==> src/rtl/vote_sequencer.sv <==
// Five-voter ballot collector: opens a round on start, latches each voter's first
// ballot until all have voted or the window expires, then presents a majority result.
//
// state   | meaning
// --------+---------------------------------------------------------------
// IDLE    | waiting for start; last round's result outputs retained
// COLLECT | latching first ballot per voter, timer running
// DECIDE  | one cycle to tally ballots into the result registers
// DONE    | result presented until result_ack

module vote_sequencer #(
    parameter int unsigned TIMEOUT = 16
) (
    input  logic       clk,
    input  logic       reset,
    input  logic       start,
    input  logic [4:0] vote_valid,
    input  logic [4:0] vote_val,
    input  logic       result_ack,
    output logic       busy,
    output logic [4:0] voted,
    output logic       result_valid,
    output logic       majority,
    output logic [2:0] yes_count,
    output logic       timed_out
);

    typedef enum logic [1:0] {
        IDLE    = 2'd0,
        COLLECT = 2'd1,
        DECIDE  = 2'd2,
        DONE    = 2'd3
    } state_t;

    localparam logic [7:0] TIMER_LAST = 8'(TIMEOUT - 1);

    state_t     state;
    state_t     state_next;
    logic [4:0] ballot;
    logic [7:0] timer;
    logic [4:0] take;
    logic [4:0] voted_upd;
    logic [2:0] yes_sum;
    logic       last_cycle;

    // Only voters that have not yet voted this round are latched; first ballot is final.
    always_comb begin
        take       = vote_valid & ~voted;
        voted_upd  = voted | vote_valid;
        last_cycle = (timer == TIMER_LAST);
        yes_sum    = '0;
        for (int i = 0; i < 5; i++) begin
            yes_sum = yes_sum + {2'b00, ballot[i] & voted[i]};
        end
    end

    always_ff @(posedge clk or posedge reset) begin
        if (reset) begin
            state <= IDLE;
        end else begin
            state <= state_next;
        end
    end

    always_comb begin
        state_next = state;
        case (state)
            IDLE: begin
                if (start) begin
                    state_next = COLLECT;
                end
            end
            COLLECT: begin
                if ((voted_upd == 5'b11111) || last_cycle) begin
                    state_next = DECIDE;
                end
            end
            DECIDE: begin
                state_next = DONE;
            end
            DONE: begin
                if (result_ack) begin
                    state_next = IDLE;
                end
            end
            default: begin
                state_next = IDLE;
            end
        endcase
    end

    always_ff @(posedge clk or posedge reset) begin
        if (reset) begin
            voted     <= '0;
            ballot    <= '0;
            timer     <= '0;
            yes_count <= '0;
            majority  <= 1'b0;
            timed_out <= 1'b0;
        end else begin
            case (state)
                IDLE: begin
                    if (start) begin
                        voted  <= '0;
                        ballot <= '0;
                        timer  <= '0;
                    end
                end
                COLLECT: begin
                    voted  <= voted_upd;
                    ballot <= (ballot & ~take) | (vote_val & take);
                    timer  <= timer + 8'd1;
                end
                DECIDE: begin
                    yes_count <= yes_sum;
                    majority  <= (yes_sum >= 3'd3);
                    timed_out <= (voted != 5'b11111);
                end
                default: begin
                end
            endcase
        end
    end

    assign busy         = (state != IDLE);
    assign result_valid = (state == DONE);

endmodule

==> config.mk <==
export PLATFORM = sky130hd
export DESIGN_NAME = vote_sequencer
export DESIGN_NICKNAME = d
export VERILOG_FILES = /design/src/rtl/vote_sequencer.sv
export SDC_FILE = /design/constraint.sdc
export NUM_CORES = 1
export LEC_CHECK = 0
export ABC_AREA = 1
export ABC_CLOCK_PERIOD_IN_PS = 5950
export CAP_MARGIN = 15
export CORE_ASPECT_RATIO = 0.75
export CORE_MARGIN = 3
export CORE_UTILIZATION = 35
export CTS_CLUSTER_DIAMETER = 50
export CTS_CLUSTER_SIZE = 8
export DETAILED_ROUTE_END_ITERATION = 8
export PLACE_DENSITY = 0.56
export SYNTH_ARGS = -nofsm -noshare
export SYNTH_HDL_FRONTEND = slang
export SYNTH_SLANG_ARGS = --single-unit
export TNS_END_PERCENT = 50
==> constraint.sdc <==
create_clock -name clk -period 5.95 [get_ports clk]
set_input_delay 1.19 -clock clk [delete_from_list [all_inputs] [get_ports clk]]
set_output_delay 1.19 -clock clk [all_outputs]
set_load 0.005 [all_outputs]
==> impl_metrics.sql <==
INSERT INTO impl_metrics (metric_group, metric, value, unit) VALUES
('sta', 'finalCriticalPeriod', '2.82', 'ns'),
('clocking', 'clock_latency', '0.27', 'ns'),
('setup_path', 'path_max_fanout', '5', ''),
('synthesis', 'ys_warn_count', '0', ''),
('layout', 'net_total_in_the_final_layout', '229', ''),
('die', 'initial_utilization', '37.3', '%'),
('outcome', 'run_status', 'complete, no violations', ''),
('clocking', 'tritoncts_clock_tree', 'built', ''),
('synthesis', 'syn_nets', '200', ''),
('pwr', 'irDropWorstVdd', '150', 'µV'),
('setup_path', 'critical_path_class', 'flip-flop to output pin', ''),
('placement', 'detailed_place.area', '1700', 'µm²'),
('sta', 'skew', '0.00636', 'ns'),
('die', 'design.core.area', '3730', 'µm²'),
('setup_path', 'cp-start-kind', 'flip-flop', ''),
('synthesis', 'main_flop_type_after_synthesis', 'sky130_fd_sc_hd__dfrtp_1', ''),
('pwr', 'cellLeakagePower', '0.905', 'nW'),
('layout', 'areaGrowthSynthToFinish', '25.2', '%'),
('clocking', 'cts_sinks', '25', ''),
('sta', 'setup_viol_count_final', '0', ''),
('die', 'die_boundary_width', '78.8', 'µm'),
('setup_path', 'crit_path_max_incr_delay', '0.50', 'ns'),
('die', 'pin_count', '26', ''),
('grt', 'pin_count_of_the_biggest_net_entering_global_routing', '26', ''),
('flow_run', 'max_cap_violations', '0', ''),
('setup_path', 'critical_path_slowest_stage_cell', 'sky130_fd_sc_hd__clkdlybuf4s50_1', ''),
('sta', 'period_share', '47.4', '%'),
('synthesis', 'synth_area_leader_cell', 'sky130_fd_sc_hd__dfrtp_1', ''),
('clocking', 'max-clock-path-buffers', '2', ''),
('layout', 'final_cell_area', '1740', 'µm²'),
('setup_path', 'critPathRequiredTime', '4.76', 'ns'),
('setup_path', 'crit_buf_inv', '3', ''),
('grt', 'grt_first_pass_wirelength', '5330', 'µm'),
('setup_path', 'cp_cell_sequence', 'inv_1 > ha_1 > inv_1 > clkdlybuf4s50_1', ''),
('setup_path', 'cpLargestDelayFamily', 'buffers and inverters', ''),
('clocking', 'post_cts_resized', '0', ''),
('routing', 'vias', '1182', ''),
('pwr', 'power.density', '387', 'nW/µm²'),
('sta', 'totalNegativeSetupSlack', '0', 'ns'),
('die', 'std_cell_rows', '19', ''),
('layout', 'drive_above_1_share', '6.31', '%'),
('synthesis', 'synth_top_family_by_area', 'simple AND/OR/NAND/NOR gates', ''),
('synthesis', 'post_synth_xor_area_fraction', '0', '%'),
('synthesis', 'postSynth.asyncResetShare', '100', '%'),
('synthesis', 'post_synth_adder_cell_area', '8.27', '%'),
('setup_path', 'critical-path-top-cell-by-count', 'sky130_fd_sc_hd__inv_1', ''),
('routing', 'antenna_violating_nets_post_route', '0', ''),
('clocking', 'cts.clk_slew.worst_paths', '0.08', 'ns'),
('die', 'design.die.area', '4780', 'µm²'),
('synthesis', 'synth_enable_flop_cells', '0', ''),
('sta', 'final-hold-violation-count', '0', ''),
('clocking', 'post_cts_buffers', '0', ''),
('routing', 'totalWireLength', '3020', 'µm'),
('sta', 'holdWs', '0.476', 'ns'),
('clocking', 'number_of_buffers_inserted_during_clock_tree_synthesis', '3', ''),
('setup_path', 'cp.arrival', '1.63', 'ns'),
('synthesis', 'synth_simple_gate_area_share', '24.0', '%'),
('synthesis', 'share_of_the_yosys_chip_area_belonging_to_registers', '45.0', '%'),
('placement', 'place_hpwl', '2380', 'µm'),
('synthesis', 'syn-instance-count', '178', ''),
('setup_path', 'endpoint_kind', 'output pin', ''),
('sta', 'worst_slack', '3.13', 'ns'),
('routing', '1st_pass_router_iterations', '4', ''),
('synthesis', 'synthMuxAreaShare', '0', '%'),
('sta', 'max_freq', '355', 'MHz'),
('synthesis', 'seq_cells_post_synth', '25', ''),
('min_path', 'min_path_type', 'flip-flop to flip-flop', ''),
('placement', 'placement.io_buffers', '25', ''),
('clocking', 'cts-hold-fix-buffers', '0', ''),
('synthesis', 'synthDistinctLibCells', '20', ''),
('synthesis', 'post-synth-top-area-fraction', '45.0', '%');
path summary, 6_finish.rpt:
| check | endpoint | cells after the start | startpoint |
|---|---|---|---|
| max | busy | 4 | state[0] |
| min | yes_count[0] | 2 | yes_count[0] |
| max reg2reg | majority | 7 | voted[3] |
| min reg2reg | yes_count[0] | 2 | yes_count[0] |
| max in group asynchronous | timer[1] | 2 | reset |
| min in group asynchronous | timer[6] | 2 | reset |
through the flow:
step,std cells,util (%),total power (W)
finish,258,46.7,0.000674
global route,258,46.7,0.000742
CTS,258,46.7,0.000682
detailed placement,254,45.4,0.000579
global placement,254,45.4,0.000570
floorplan,178,-,0.000464
flip-flops by register name, summed over array words and instances, names as in the netlist:
register   flops
timer          8
ballot         5
voted          5
yes_count      3
state          2
majority       1
timed_out      1
placed cells by master (no fill, tap or decap):
master,synthesis,final
sky130_fd_sc_hd__nand2_1,48,48
sky130_fd_sc_hd__inv_1,30,30
sky130_fd_sc_hd__dfrtp_1,25,25
sky130_fd_sc_hd__clkdlybuf4s50_1,0,25
sky130_fd_sc_hd__o21ai_0,17,17
sky130_fd_sc_hd__nor2_1,15,15
sky130_fd_sc_hd__a21oi_1,10,10
sky130_fd_sc_hd__nand3_1,9,9
sky130_fd_sc_hd__ha_1,6,6
sky130_fd_sc_hd__o21ai_2,3,3
sky130_fd_sc_hd__nand4_1,3,3
sky130_fd_sc_hd__clkbuf_8,0,3
sky130_fd_sc_hd__a211oi_1,2,2
sky130_fd_sc_hd__fa_1,2,2
sky130_fd_sc_hd__inv_2,1,1
sky130_fd_sc_hd__or2_2,1,1
sky130_fd_sc_hd__nand2_4,1,1
sky130_fd_sc_hd__a21oi_2,1,1
sky130_fd_sc_hd__clkinv_1,1,1
sky130_fd_sc_hd__nor3_2,1,1
sky130_fd_sc_hd__nor2_2,1,1
sky130_fd_sc_hd__clkinv_2,0,1
worst register-to-register path, delay by kind of cell, from the launching register on:
family | cells | cell delay [ns]
DFF | 1 | 0.45
buffers and inverters | 1 | 0.06
adders and majority gates | 3 | 1.19
and+or+nand+nor | 3 | 0.27
cell families after synthesis:
group / after synthesis
flops: 25
buf+inv: 33
fa+ha+maj: 8
simple gates: 79
compound gates: 33
where the power goes:
group | internal [W] | leakage [nW] | switching [W]
registers | 0.000217 | 0.331 | 0.0000398
clock network | 0.0000469 | 0.0255 | 0.0000552
logic | 0.000129 | 0.549 | 0.000186
cell type report:
type                       count  area (µm²)
multi-input combinational    120         634
clock inverter                 1        5.00
inverter                      32         120
clock buffer                   3        41.3
timing repair buffer          25         250
sequential                    25         626
fill                         378        1990
tap                           52        65.1
per-layer routing:
metal	part of all wire [%]	vias up	global-route usage, %
met5	0	-	0
met4	0.27	0	3.74
met3	5.1	2	4.45
met2	43	31	23.1
met1	51	534	19.6
li1	-	615	-
(Power assumes the default switching activity.)
==> edit: new RTL, same flow settings <==
Put one more register stage on the output `yes_count`, with the module's reset. The value now appears one clock later. The other outputs are not delayed to match.
--- a/src/rtl/vote_sequencer.sv
+++ b/src/rtl/vote_sequencer.sv
@@ -35,2 +35,4 @@
     localparam logic [7:0] TIMER_LAST = 8'(TIMEOUT - 1);
+
+    logic [2:0] yes_count_s0;
 
@@ -96,3 +98,3 @@
             timer     <= '0;
-            yes_count <= '0;
+            yes_count_s0 <= '0;
             majority  <= 1'b0;
@@ -114,3 +116,3 @@
                 DECIDE: begin
-                    yes_count <= yes_sum;
+                    yes_count_s0 <= yes_sum;
                     majority  <= (yes_sum >= 3'd3);
@@ -127,2 +129,10 @@
 
+    always_ff @(posedge clk or posedge reset) begin
+        if (reset) begin
+            yes_count <= '0;
+        end else begin
+            yes_count <= yes_count_s0;
+        end
+    end
+
 endmodule
Formal check against the unedited RTL: not equivalent (Yosys sat finds a counterexample within 4 cycles, from zero or initial values and one cycle with reset high).
==> edit against the unedited design <==
- worst setup slack better by 0.049 ns
- first-iteration DRC count shrank 56%
- combinational power up 10%
- critical path depth did not move
- synthesized area up 5.8%
- clock skew increased by 0.0019 ns
- design area increased by 7.7%
- sequential cell count up 3
- clock power up 48%
- routed wire length rose by 6.7%
- total power rose by 17%
==> edit: results <==
[yosys]
synthAdderAreaFrac_pct = 7.82
synthTopCellsByCount = nand2_1, dfrtp_1, inv_1
ys_seq_elements = 28
synthTopCellsByArea = dfrtp_1, nand2_1, inv_1, ha_1, o21ai_0
avgSynthCellArea_um2 = 8.23
synth_compound_area_share_pct = 10.5
netlist-cell-type-count = 28
yosysSeqAreaShare_pct = 47.6

[layout]
stdcell_count = 260
n_all_inverters = 30
area_growth_pct = 27.4
drive_gt1_share_pct = 9.13
fill_cells = 403
multi_input_area_share_pct = 34.4
buf_share_pct = 14.8
seqCellArea_um2 = 701
nNonClkBuffers = 26

[timing]
skew_ns = 0.00825
tightest_slew_ns = 0.323

[placement]
dp_slack_ns = 3.43
dp_hpwl_mm = 2.50
place_area_mm2 = 0.00178
gp_congestion = 0.812

[grt]
grt.total_usage_pct = 14.0
grt_max_degree = 29
grt_pass1_vias = 1184
grt_pass1_wl_mm = 5.59

[routing]
drt-pass1-iter-count = 6
routed_wl_mm = 3.22
drtIter0Drc = 34

[critical_path]
worstPathMaxFanout = 4
r2r-start = voted[0]
arrival_ns = 1.58

[worst_hold_path]
min-delay-start = yes_count_s0[2]

[power]
total_leakage_power_uw = 0.000947
ir_drop_v = 0.000245

[run_status]
status = complete, no violations

[floorplanning]
die_area_mm2 = 0.00503
## edit: report_power, final
group	internal, µW	switching, µW
clock	90.1	61.2
combinational	143	205
sequential	245	45.6
total	478	312
## edit: path summary, 6_finish.rpt
kind,slack (ns),to,cells past startpoint
max,3.18,busy,4
min,0.39,yes_count[2],0
max reg2reg,3.86,majority,7
min reg2reg,0.39,yes_count[2],0
max in group asynchronous,4.39,ballot[1],3
min in group asynchronous,1.16,timer[0],2
## edit: metal layers
| layer | wire (µm) | vias up | track usage, % | share of wire [%] |
|---|---|---|---|---|
| met3 | 144 | 2 | 3.76 | 4.5 |
| met2 | 1400 | 24 | 20.9 | 43 |
| met5 | 0 | - | 0 | 0 |
| met1 | 1660 | 557 | 20.7 | 51 |
| li1 | - | 617 | - | - |
| met4 | 20 | 0 | 1.90 | 0.62 |
